$ cat src/rtl/evr_monitor_pkg.sv
// -----------------------------------------------------------------------------
// evr_monitor_pkg
//
// Shared definitions for the EVR output pattern monitor:
//   - monitor_state_e : capture sequencer states (IDLE/ARMED/CAPTURE/DONE)
//   - bit_index_width : width of a bit index inside the capture window
//   - default geometry of the monitor (4-bit SERDES words, 64-word window)
//
// Ports: none (package).
// -----------------------------------------------------------------------------
package evr_monitor_pkg;

  typedef enum logic [1:0] {
    ST_IDLE    = 2'd0,
    ST_ARMED   = 2'd1,
    ST_CAPTURE = 2'd2,
    ST_DONE    = 2'd3
  } monitor_state_e;

  localparam int DEFAULT_SERDES_WIDTH          = 4;
  localparam int DEFAULT_CAPTURE_ADDRESS_WIDTH = 6;

  // A bit index is a word address concatenated with a bit position.
  function automatic int bit_index_width(input int capture_address_width,
                                         input int serdes_width);
    return capture_address_width + $clog2(serdes_width);
  endfunction

endpackage

$ cat src/rtl/pattern_word_analyzer.sv
// -----------------------------------------------------------------------------
// pattern_word_analyzer
//
// Purely combinational analysis of one SERDES word. Bit 0 is earliest in time;
// bit 0 is preceded by prev_msb (the last bit of the previous word).
//
// Ports:
//   word                in  SERDES_WIDTH   pattern word
//   prev_msb            in  1              bit preceding bit 0
//   rise_valid          out 1              word contains at least one rising edge
//   rise_pos            out POS_WIDTH      bit position of the earliest rising edge
//   rise_count          out COUNT_WIDTH    number of rising edges in the word
//   ones_from_rise      out COUNT_WIDTH    length of the 1-run starting at rise_pos
//   all_ones_after_rise out 1              that run reaches the MSB of the word
//   lead_ones           out COUNT_WIDTH    length of the 1-run starting at bit 0
// -----------------------------------------------------------------------------
module pattern_word_analyzer #(
  parameter  int SERDES_WIDTH = 4,
  localparam int POS_WIDTH    = $clog2(SERDES_WIDTH),
  localparam int COUNT_WIDTH  = $clog2(SERDES_WIDTH) + 1
) (
  input  logic [SERDES_WIDTH-1:0] word,
  input  logic                    prev_msb,
  output logic                    rise_valid,
  output logic [POS_WIDTH-1:0]    rise_pos,
  output logic [COUNT_WIDTH-1:0]  rise_count,
  output logic [COUNT_WIDTH-1:0]  ones_from_rise,
  output logic                    all_ones_after_rise,
  output logic [COUNT_WIDTH-1:0]  lead_ones
);

  logic [SERDES_WIDTH:0]   history;
  logic [SERDES_WIDTH-1:0] rise_bits;
  logic                    in_rise_run;
  logic                    in_lead_run;

  // history[b+1] is bit b of the word, history[b] the bit before it in time.
  assign history   = {word, prev_msb};
  assign rise_bits = history[SERDES_WIDTH:1] & ~history[SERDES_WIDTH-1:0];

  // Single LSB-to-MSB scan: the first rise opens a run that is followed until
  // the first 0; the leading run from bit 0 is tracked independently so the
  // caller can extend a pulse that started in an earlier word.
  always_comb begin
    rise_valid     = 1'b0;
    rise_pos       = '0;
    rise_count     = '0;
    ones_from_rise = '0;
    lead_ones      = '0;
    in_rise_run    = 1'b0;
    in_lead_run    = 1'b1;
    for (int b = 0; b < SERDES_WIDTH; b++) begin
      if (rise_bits[b]) begin
        rise_count = rise_count + 1'b1;
      end
      if (!rise_valid && rise_bits[b]) begin
        rise_valid  = 1'b1;
        rise_pos    = b[POS_WIDTH-1:0];
        in_rise_run = 1'b1;
      end
      if (in_rise_run) begin
        if (word[b]) begin
          ones_from_rise = ones_from_rise + 1'b1;
        end else begin
          in_rise_run = 1'b0;
        end
      end
      if (in_lead_run) begin
        if (word[b]) begin
          lead_ones = lead_ones + 1'b1;
        end else begin
          in_lead_run = 1'b0;
        end
      end
    end
    all_ones_after_rise = in_rise_run;
  end

endmodule

$ cat src/rtl/output_pattern_monitor.sv
// -----------------------------------------------------------------------------
// output_pattern_monitor
//
// Captures a window of 2^CAPTURE_ADDRESS_WIDTH SERDES words starting at a
// trigger, measures first-edge delay, first-pulse width and rising-edge count
// in bit units, and keeps the raw words in a readable buffer.
//
// Ports:
//   evrClk          in  1                      sole clock
//   evrRst_n        in  1                      asynchronous active-low reset
//   armStrobe       in  1                      arm / re-arm (clears results)
//   triggerStrobe   in  1                      opens the window while armed
//   serdesPattern   in  SERDES_WIDTH           one word per cycle, bit 0 first
//   captureAddress  in  CAPTURE_ADDRESS_WIDTH  buffer read address
//   captureData     out SERDES_WIDTH           registered buffer word
//   busy            out 1                      armed or capturing
//   done            out 1                      results valid
//   edgeFound       out 1                      a rising edge was seen
//   firstEdge       out BIT_INDEX_WIDTH        bit index of the first rise
//   pulseWidth      out BIT_INDEX_WIDTH+1      length of the first high run
//   widthOpen       out 1                      first run still high at window end
//   edgeCount       out BIT_INDEX_WIDTH        rising edges, saturating
// -----------------------------------------------------------------------------
module output_pattern_monitor
  import evr_monitor_pkg::*;
#(
  parameter  int SERDES_WIDTH          = DEFAULT_SERDES_WIDTH,
  parameter  int CAPTURE_ADDRESS_WIDTH = DEFAULT_CAPTURE_ADDRESS_WIDTH,
  localparam int BIT_INDEX_WIDTH       = bit_index_width(CAPTURE_ADDRESS_WIDTH, SERDES_WIDTH)
) (
  input  logic                             evrClk,
  input  logic                             evrRst_n,
  input  logic                             armStrobe,
  input  logic                             triggerStrobe,
  input  logic [SERDES_WIDTH-1:0]          serdesPattern,
  input  logic [CAPTURE_ADDRESS_WIDTH-1:0] captureAddress,
  output logic [SERDES_WIDTH-1:0]          captureData,
  output logic                             busy,
  output logic                             done,
  output logic                             edgeFound,
  output logic [BIT_INDEX_WIDTH-1:0]       firstEdge,
  output logic [BIT_INDEX_WIDTH:0]         pulseWidth,
  output logic                             widthOpen,
  output logic [BIT_INDEX_WIDTH-1:0]       edgeCount
);

  localparam int POS_WIDTH        = $clog2(SERDES_WIDTH);
  localparam int COUNT_WIDTH      = $clog2(SERDES_WIDTH) + 1;
  localparam int PULSE_WIDTH_BITS = BIT_INDEX_WIDTH + 1;
  localparam int DEPTH            = 1 << CAPTURE_ADDRESS_WIDTH;

  localparam logic [BIT_INDEX_WIDTH-1:0]       NO_EDGE_INDEX  = '1;
  localparam logic [BIT_INDEX_WIDTH-1:0]       EDGE_COUNT_MAX = '1;
  localparam logic [CAPTURE_ADDRESS_WIDTH-1:0] LAST_WORD      = '1;
  localparam logic [COUNT_WIDTH-1:0]           FULL_WORD_RUN  = COUNT_WIDTH'(SERDES_WIDTH);

  monitor_state_e                   state_q, state_d;
  logic                             busy_q, busy_d;
  logic                             done_q, done_d;
  logic                             edge_found_q, edge_found_d;
  logic [BIT_INDEX_WIDTH-1:0]       first_edge_q, first_edge_d;
  logic [BIT_INDEX_WIDTH:0]         pulse_width_q, pulse_width_d;
  logic                             width_open_q, width_open_d;
  logic [BIT_INDEX_WIDTH-1:0]       edge_count_q, edge_count_d;
  logic [CAPTURE_ADDRESS_WIDTH-1:0] word_cnt_q, word_cnt_d;
  logic                             prev_msb_q, prev_msb_d;
  logic                             run_open_q, run_open_d;
  logic [SERDES_WIDTH-1:0]          capture_data_q, capture_data_d;

  logic                             capture_active;
  logic [CAPTURE_ADDRESS_WIDTH-1:0] word_index;
  logic                             analyzer_prev_msb;
  logic                             rise_valid;
  logic [POS_WIDTH-1:0]             rise_pos;
  logic [COUNT_WIDTH-1:0]           rise_count;
  logic [COUNT_WIDTH-1:0]           ones_from_rise;
  logic                             all_ones_after_rise;
  logic [COUNT_WIDTH-1:0]           lead_ones;
  logic [BIT_INDEX_WIDTH:0]         edge_sum;

  logic [SERDES_WIDTH-1:0]          capture_mem [DEPTH];

  // The trigger cycle itself is capture cycle 0, so a word is consumed either
  // in ARMED with a trigger or in CAPTURE. An arm in the same cycle always wins.
  assign capture_active = !armStrobe &&
                          ((state_q == ST_ARMED && triggerStrobe) || state_q == ST_CAPTURE);

  // Word 0 has no predecessor in the window; its preceding bit counts as 0.
  assign word_index        = (state_q == ST_CAPTURE) ? word_cnt_q : '0;
  assign analyzer_prev_msb = (state_q == ST_CAPTURE) ? prev_msb_q : 1'b0;

  pattern_word_analyzer #(
    .SERDES_WIDTH(SERDES_WIDTH)
  ) u_word_analyzer (
    .word               (serdesPattern),
    .prev_msb           (analyzer_prev_msb),
    .rise_valid         (rise_valid),
    .rise_pos           (rise_pos),
    .rise_count         (rise_count),
    .ones_from_rise     (ones_from_rise),
    .all_ones_after_rise(all_ones_after_rise),
    .lead_ones          (lead_ones)
  );

  // One extra bit so the carry out signals saturation.
  assign edge_sum = {1'b0, edge_count_q} + PULSE_WIDTH_BITS'(rise_count);

  always_comb begin
    state_d       = state_q;
    busy_d        = busy_q;
    done_d        = done_q;
    edge_found_d  = edge_found_q;
    first_edge_d  = first_edge_q;
    pulse_width_d = pulse_width_q;
    width_open_d  = width_open_q;
    edge_count_d  = edge_count_q;
    word_cnt_d    = word_cnt_q;
    prev_msb_d    = prev_msb_q;
    run_open_d    = run_open_q;

    if (armStrobe) begin
      state_d       = ST_ARMED;
      busy_d        = 1'b1;
      done_d        = 1'b0;
      edge_found_d  = 1'b0;
      first_edge_d  = '0;
      pulse_width_d = '0;
      width_open_d  = 1'b0;
      edge_count_d  = '0;
      word_cnt_d    = '0;
      prev_msb_d    = 1'b0;
      run_open_d    = 1'b0;
    end else if (capture_active) begin
      state_d      = ST_CAPTURE;
      word_cnt_d   = word_index + 1'b1;
      prev_msb_d   = serdesPattern[SERDES_WIDTH-1];
      edge_count_d = edge_sum[BIT_INDEX_WIDTH] ? EDGE_COUNT_MAX
                                               : edge_sum[BIT_INDEX_WIDTH-1:0];

      // run_open tracks whether the first pulse is still high at the end of
      // the current word, so the next word only has to add its leading 1s.
      if (!edge_found_q) begin
        if (rise_valid) begin
          edge_found_d  = 1'b1;
          first_edge_d  = {word_index, rise_pos};
          pulse_width_d = PULSE_WIDTH_BITS'(ones_from_rise);
          run_open_d    = all_ones_after_rise;
        end
      end else if (run_open_q) begin
        pulse_width_d = pulse_width_q + PULSE_WIDTH_BITS'(lead_ones);
        run_open_d    = (lead_ones == FULL_WORD_RUN);
      end

      if (word_index == LAST_WORD) begin
        state_d      = ST_DONE;
        busy_d       = 1'b0;
        done_d       = 1'b1;
        width_open_d = run_open_d;
        if (!edge_found_d) begin
          first_edge_d  = NO_EDGE_INDEX;
          pulse_width_d = '0;
        end
      end
    end
  end

  always_ff @(posedge evrClk or negedge evrRst_n) begin
    if (!evrRst_n) begin
      state_q       <= ST_IDLE;
      busy_q        <= 1'b0;
      done_q        <= 1'b0;
      edge_found_q  <= 1'b0;
      first_edge_q  <= '0;
      pulse_width_q <= '0;
      width_open_q  <= 1'b0;
      edge_count_q  <= '0;
      word_cnt_q    <= '0;
      prev_msb_q    <= 1'b0;
      run_open_q    <= 1'b0;
    end else begin
      state_q       <= state_d;
      busy_q        <= busy_d;
      done_q        <= done_d;
      edge_found_q  <= edge_found_d;
      first_edge_q  <= first_edge_d;
      pulse_width_q <= pulse_width_d;
      width_open_q  <= width_open_d;
      edge_count_q  <= edge_count_d;
      word_cnt_q    <= word_cnt_d;
      prev_msb_q    <= prev_msb_d;
      run_open_q    <= run_open_d;
    end
  end

  // Capture buffer: simple dual-port RAM without reset so it maps to block RAM.
  always_ff @(posedge evrClk) begin
    if (capture_active) begin
      capture_mem[word_index] <= serdesPattern;
    end
  end

  assign capture_data_d = capture_mem[captureAddress];

  always_ff @(posedge evrClk or negedge evrRst_n) begin
    if (!evrRst_n) begin
      capture_data_q <= '0;
    end else begin
      capture_data_q <= capture_data_d;
    end
  end

  assign captureData = capture_data_q;
  assign busy        = busy_q;
  assign done        = done_q;
  assign edgeFound   = edge_found_q;
  assign firstEdge   = first_edge_q;
  assign pulseWidth  = pulse_width_q;
  assign widthOpen   = width_open_q;
  assign edgeCount   = edge_count_q;

endmodule

$ cat config.mk
export PLATFORM = sky130hd
export DESIGN_NAME = output_pattern_monitor
export DESIGN_NICKNAME = d
export VERILOG_FILES = /design/src/rtl/evr_monitor_pkg.sv /design/src/rtl/pattern_word_analyzer.sv /design/src/rtl/output_pattern_monitor.sv
export SDC_FILE = /design/constraint.sdc
export NUM_CORES = 1
export LEC_CHECK = 0
export BUFFER_PORTS_ARGS = -buffer_cell sky130_fd_sc_hd__clkbuf_2
export CAP_MARGIN = 5
export CELL_PAD_IN_SITES_DETAIL_PLACEMENT = 0
export CELL_PAD_IN_SITES_GLOBAL_PLACEMENT = 1
export CORE_MARGIN = 1.5
export CORE_UTILIZATION = 25
export DETAILED_ROUTE_END_ITERATION = 10
export PLACE_DENSITY = 0.47
export SETUP_SLACK_MARGIN = 0.2
export SLEW_MARGIN = 20
export SYNTH_ARGS = -nofsm -noshare
export SYNTH_HDL_FRONTEND = slang
export SYNTH_SLANG_ARGS = --single-unit
export TNS_END_PERCENT = 10
$ cat constraint.sdc
create_clock -name evrClk -period 3.2 [get_ports evrClk]
set_clock_uncertainty 0.05 [all_clocks]
set_input_delay 0.64 -clock evrClk [delete_from_list [all_inputs] [get_ports evrClk]]
set_output_delay 0.64 -clock evrClk [all_outputs]
set_load 0.01 [all_outputs]
Word level (Yosys, flattened, before mapping)

Memory sizes are Yosys's and may differ from the RTL's. A register that Yosys moved wholly into a read port is not among the register bits.
Index checks and enable logic that the tools add are counted.

Bits in registers: 39
Memory bits (writable): 256
Bits of input ports: 14
Output and inout port bits: 33
Memories kept: 1

$add $sub $neg: 12
Eq/ne operators: 4
Muxes and demuxes: 85
Bitwise logic cells: 2
Reduce and logical (&&, ||, !) cells: 14

Memories:

| memory      | words | width | read ports | clocked after Yosys merged registers in | write ports | line                         | source |
|---|---|---|---|---|---|---|---|
| capture_mem | 64    | 4     | 1          | 1                                       | 1           | output_pattern_monitor.sv:81 | `logic [SERDES_WIDTH-1:0] capture_mem [DEPTH];` |

Operators with widths:

| operator                                                         | count |
|---|---|
| 8-bit 2-to-1 mux                                                 | 9 |
| 9-bit 2-to-1 mux                                                 | 7 |
| 3-bit 2-to-1 mux                                                 | 16 |
| 1-bit 2-to-1 mux                                                 | 46 |
| 3-bit by 1-bit adder with 3-bit output (second input constant)   | 8 |
| 6-bit 2-to-1 mux                                                 | 3 |
| 8-bit by 3-bit adder with 9-bit output                           | 1 |
| 9-bit by 3-bit adder with 9-bit output                           | 1 |
| 2-bit 2-to-1 mux                                                 | 4 |
| 6-bit by 1-bit adder with 6-bit output (second input constant)   | 1 |
| 6-bit == test (second input constant)                            | 1 |
| 1-bit logical AND                                                | 5 |
| 1-bit logical NOT                                                | 5 |
| 4-bit AND                                                        | 1 |
| 4-bit inverter                                                   | 1 |
| 2-bit nonzero test                                               | 2 |
| 3-bit == test (second input constant)                            | 1 |
| 1-bit by 1-bit adder with 2-bit output (second input constant)   | 1 |
| 2-bit by 1-bit == test with 1-bit output (second input constant) | 1 |
| 2-bit == test (second input constant)                            | 1 |
| 2-bit AND reduction                                              | 1 |
| 1-bit logical OR                                                 | 1 |

Logic depth before layout (Yosys ltp)

Depth in word-level cells: 22
Gate-level depth with buffers: 17
Depth with buffers taken out: 16

By module

From an unflattened synthesis, not the netlist that was laid out.

Cells, all modules: 812
Area, all modules: 12902.4 µm²

Modules (own cells, without submodules):

| module                 | times used | cells each | area each (µm²) | sequential area each (µm²) |
|---|---|---|---|---|
| output_pattern_monitor | 1          | 757        | 12539.5         | 8763.4 |
| pattern_word_analyzer  | 1          | 55         | 362.8           | 0.0 |

Worst setup path before layout

OpenSTA, ideal clock, no wires.

Path kind: in2reg
Start point: input port serdesPattern[2]
End point: register edge_count_q[3], in the netlist edgeCount[3]
Setup time: 0.094 ns
Arrival time: 3.331 ns
Required time: 3.056 ns
Setup slack: -0.275 ns
Cell stages on the path: 15
Cell sequence: clkbuf_1 inv_1 nor3_1 nor2_1 ha_1 a21o_1 inv_1 fa_1 nor2b_1 o2111ai_1 or2_0 clkbuf_1 a21oi_1 nor2_1 a211oi_1

Longest elaborated chain between the ends: 8
Elaborated cells between the ends (all ways): 9
Those cells by class: add/sub (2); mux (5); bitwise (2)

RTL lines:

| what                                     | line                          | source |
|---|---|---|
| start, declared                          | output_pattern_monitor.sv:35  | `input logic [SERDES_WIDTH-1:0] serdesPattern,` |
| 4-bit AND *                              | pattern_word_analyzer.sv:39   | `assign rise_bits = history[SERDES_WIDTH:1] & ~history[SERDES_WIDTH-1:0];` |
| 3-bit 2-to-1 mux                         | pattern_word_analyzer.sv:53   | `if (rise_bits[b]) begin` |
| 3-bit by 1-bit adder with 3-bit output   | pattern_word_analyzer.sv:54   | `rise_count = rise_count + 1'b1;` |
| 3-bit 2-to-1 mux *                       | pattern_word_analyzer.sv:53   |  |
| 8-bit by 3-bit adder with 9-bit output * | output_pattern_monitor.sv:106 | `assign edge_sum = {1'b0, edge_count_q} + PULSE_WIDTH_BITS'(rise_count);` |
| 8-bit 2-to-1 mux *                       | output_pattern_monitor.sv:137 | `edge_count_d = edge_sum[BIT_INDEX_WIDTH] ? EDGE_COUNT_MAX` |
| 8-bit 2-to-1 mux *                       | output_pattern_monitor.sv:133 | `end else if (capture_active) begin` |
| 8-bit 2-to-1 mux *                       | output_pattern_monitor.sv:121 | `if (armStrobe) begin` |
| end signal, assigned                     | output_pattern_monitor.sv:188 | `edge_count_q <= edge_count_d;` |
| end, declared                            | output_pattern_monitor.sv:64  | `logic [BIT_INDEX_WIDTH-1:0] edge_count_q, edge_count_d;` |

Mark *: on every way between the ends. The rest lies on a longest branch, timed or not. The select of a mux whose other input is x is not followed.
A chain may end at the register's enable or synchronous reset.

Final worst setup path

Start point: register state_q[0]
End point: register edge_count_q[3], in the netlist edgeCount[3]

Longest elaborated chain between the ends: 15
Elaborated cells between the ends (all ways): 20
Those cells by class: add/sub (4); eq/ne (2); mux (8); bitwise (2); reduce/logical (4)

RTL lines:

| what                                   | line                                                       | source |
|---|---|---|
| start, declared                        | output_pattern_monitor.sv:57                               | `monitor_state_e state_q, state_d;` |
| start signal, assigned                 | output_pattern_monitor.sv:181                              | `state_q <= state_d;` |
| 2-bit == test                          | output_pattern_monitor.sv:86, output_pattern_monitor.sv:90 |  |
| 1-bit 2-to-1 mux                       | output_pattern_monitor.sv:90                               | `assign analyzer_prev_msb = (state_q == ST_CAPTURE) ? prev_msb_q : 1'b0;` |
| 4-bit inverter                         | pattern_word_analyzer.sv:39                                |  |
| 4-bit AND                              | pattern_word_analyzer.sv:39                                |  |
| 1-bit 2-to-1 mux                       | pattern_word_analyzer.sv:53                                |  |
| 3-bit by 1-bit adder with 3-bit output | pattern_word_analyzer.sv:54                                |  |
| 3-bit 2-to-1 mux                       | pattern_word_analyzer.sv:53                                |  |
| 3-bit by 1-bit adder with 3-bit output | pattern_word_analyzer.sv:54                                |  |
| 3-bit 2-to-1 mux                       | pattern_word_analyzer.sv:53                                |  |
| 3-bit by 1-bit adder with 3-bit output | pattern_word_analyzer.sv:54                                |  |
| 3-bit 2-to-1 mux                       | pattern_word_analyzer.sv:53                                |  |
| 8-bit by 3-bit adder with 9-bit output | output_pattern_monitor.sv:106                              |  |
| 8-bit 2-to-1 mux                       | output_pattern_monitor.sv:137                              |  |
| 8-bit 2-to-1 mux                       | output_pattern_monitor.sv:133                              |  |
| 8-bit 2-to-1 mux                       | output_pattern_monitor.sv:121                              |  |

Parallel ways exist; a longest one is shown, timed or not. The select of a mux whose other input is x is not followed.

==> metrics.cfg <==
[layout]
fin_cells=1628
syn_to_final_growth_pct=20.2
n_antenna_cell=0
final_util=0.303
layout-drive-gt1-share=0.274
design_area_sq_mm=0.0155
nNetsFinal=951

[outcome]
status=finished, final reports clean

[routing]
finalWirelength_microns=33600
postRouteAntennaNets=0
drc=0
vias=7363
avgRoutedWirePerCell_microns=20.6
drt_pass1_iterations=5
drt_iter0_drc=467
via_per_inst=4.52

[critical_path]
path_cells=and3b_2 > nand2b_4 > inv_2 > or2_4 > nor2_4 > nor2_2 > ha_1 > a21o_1 > inv_2 > fa_2 > nor2b_2 > o2111ai_2 > or2_4 > a21oi_2 > nor2_1 > a211oi_2
path_buf_inv=2
critPathMaxStageDelay_ps=370
crit_start=state_q[0]
rrSetupSlack_ps=170
cp.arrival_ps=3440
rr_worst_depth=16
worstPathRequired_ps=3610
crit_path_end=edgeCount[3]
r2r-start=state_q[0]
cp_num_cells=16
crit-reg2reg-capture=edgeCount[3]
path_class=flip-flop to flip-flop
worst_setup_path_start_kind=flip-flop
crit_slowest_cell=dfrtp_1
path_delay_family=simple AND/OR/NAND/NOR gates
crit_fanout=7
end_kind=flip-flop

[cts]
clk_path_buf_depth=3
cts-root-buf=clkbuf_16
cts_max_level=2
cts.sinks=299
cts_inserted_buffers=35
clkSlewWorstSetupHoldPaths_ps=60
cts_hold_buf=0
cts_tree=done
insertion_delay_ps=550

[synth]
synth_fp_nets=842
synth_area_leaders=edfxtp_1 60%, mux4_2 11%, dfrtp_1 8.3%, nor2_1 3.3%, ha_1 1.3%
ys_types=63
avgSynthCellArea_sq_um=15.9
syn-instance-count=813
ys_warn_count=0
yosys_most_used_dff=edfxtp_1
synth_seq_cells=299
syn_area_sq_mm=0.0129
yosysTopAreaCell=edfxtp_1
synth-seq-area-share=0.678
yosys.area.top_type_share=0.595
synthArstFlopShare=0.144
synth_edf_count=256

[placed_design]
postPlaceCellArea_sq_mm=0.0144
placed_cells=1564
preCtsSetupSlack_ps=-324
gp_congestion=0.738
dp.final_hpwl_microns=22100
io_buffers=46

[sta]
hold_viol=0
rsz0062_at_grt=yes
setup_violations=0
finalCriticalPeriod_ps=3030
fmax_ghz=0.330
min_period_over_period=0.947
setup_tns_ps=0
whs_ps=177
tightest_slew_ps=843
relSlewSlack=0.434
drv_slew=0
worst_slack_ps=171

[floorplan]
ioPinCount=47
dieArea_sq_mm=0.0530
start_util=0.252
die_width_microns=230
num_rows=83
die_h_microns=230
coreArea_sq_mm=0.0512

[power]
fin_total_pwr_mw=8.82
p_leak_nw=5.29
irDropWorstVdd_uv=307
powerDensity_mw_per_mm2=568

[run]
maxCapViolations=0

[grt]
grt_first_pass_wirelength_microns=50200
gr-usage-all-layers=0.128
grt_start_max_net_pins=65
gr-total-overflow=0
antenna_found_initial=1
grt_pass1_vias=7822

[worst_hold_path]
hp-class=primary input to asynchronous set/reset pin

worst min-delay path by stage:
| stage | end | slack, ps | startpoint | depth (start not counted) |
|---|---|---|---|---|
| after CTS | pulseWidth[2] | 160 | evrRst_n | 2 |
| final | edgeCount[1] | 180 | evrRst_n | 2 |
| after floorplan | busy | 290 | evrRst_n | 0 |
| after global placement | busy | 430 | busy | 1 |
| after detailed placement | pulseWidth[8] | 420 | pulseWidth[8] | 1 |
| after global routing | pulseWidth[2] | 210 | evrRst_n | 2 |
cell usage after synthesis (3+ instances only):
cell,count
o21a_1,4
mux2i_1,11
or4_1,3
nand2b_1,12
clkbuf_1,17
a21oi_1,23
edfxtp_1,256
nand3b_1,7
buf_4,6
o221ai_1,5
nor2_1,115
xor2_1,5
and2_1,5
a21o_1,7
o22ai_1,6
o21ai_0,17
mux4_1,4
and3_1,5
mux4_2,65
nand4_1,4
a211oi_1,15
inv_1,11
ha_1,13
a311oi_1,5
nor3_1,15
nor3b_1,7
nor2b_1,10
buf_2,13
nand2_1,34
nand3_1,10
buf_12,3
o21ai_1,15
dfrtp_1,43
cell usage in the layout, fill, tap and decap left out, drive strengths merged, types with 3 or more instances in the layout:
cell | netlist | final
buf | 26 | 72
nand3b | 7 | 7
dfrtp | 43 | 43
nand4 | 4 | 4
clkinv | 0 | 19
o22ai | 6 | 6
a21oi | 23 | 23
or2 | 3 | 3
nor3 | 15 | 15
a211oi | 16 | 16
edfxtp | 256 | 256
nand3 | 10 | 10
ha | 13 | 13
clkbuf | 18 | 84
and3 | 5 | 5
mux4 | 69 | 69
nand2b | 12 | 12
o21a | 4 | 4
mux2i | 11 | 11
and2 | 5 | 5
or4 | 3 | 3
nor3b | 7 | 7
nand2 | 34 | 34
inv | 13 | 16
xor2 | 5 | 5
a21o | 7 | 7
o221ai | 5 | 5
a31oi | 3 | 3
nor2b | 10 | 10
nor2 | 115 | 115
o21ai | 33 | 33
a311oi | 5 | 5
power by group:
part / internal [mW] / leakage [nW] / switching, mW
Combinational: 0.268 / 1.88 / 0.382
Sequential: 4.27 / 2.87 / 0.0327
Clock: 2.20 / 0.540 / 1.67
registers in the layout (all words and copies together) (netlist names):
register / flops
edgeFound: 1
edgeCount: 8
firstEdge: 8
widthOpen: 1
word_cnt_q: 6
prev_msb_q: 1
pulseWidth: 9
state_q: 2
capture_mem: 256
done: 1
run_open_q: 1
captureData: 4
busy: 1
logic make-up after synthesis:
kind of cell | Yosys count | synth area share
simple gates | 236 | 0.0852
buf+inv | 58 | 0.0255
xor+xnor | 7 | 0.00475
mux | 82 | 0.132
flops | 299 | 0.678
fa+ha+maj | 15 | 0.0157
compound gates | 116 | 0.0588
per-layer routing:
metal,track usage,part of all wire,up-vias
met1,0.177,0.48,3762
met3,0.0232,0.042,58
met4,0.0474,0.028,0
met2,0.198,0.45,141
li1,-,-,3402
met5,0,0,-
worst reg2reg max path, cell delays in order, from the launching register on:
cell and delay, ps:
dfrtp_1 370, and3b_2 250, nand2b_4 130, inv_2 30, or2_4 240, nor2_4 110, nor2_2 50, ha_1 270
a21o_1 140, inv_2 50, fa_2 360, nor2b_2 160, o2111ai_2 120, or2_4 320, a21oi_2 130, nor2_1 60
a211oi_2 130
layout make-up:
cell class	instances	area, sq um
clock inverters	24	199
fillers	5127	35700
clock buffers	39	891
repair buffers	117	853
inverters	13	48.8
flip-flops and latches	299	8760
well taps	680	851
multi-input cells	456	3920
timing repair:
item,CTS,global route
pin swaps,0,5
buffers inserted,0,1
setup endpoints to repair,7,14
resized for setup,3,8
(Power assumes the default switching activity.)
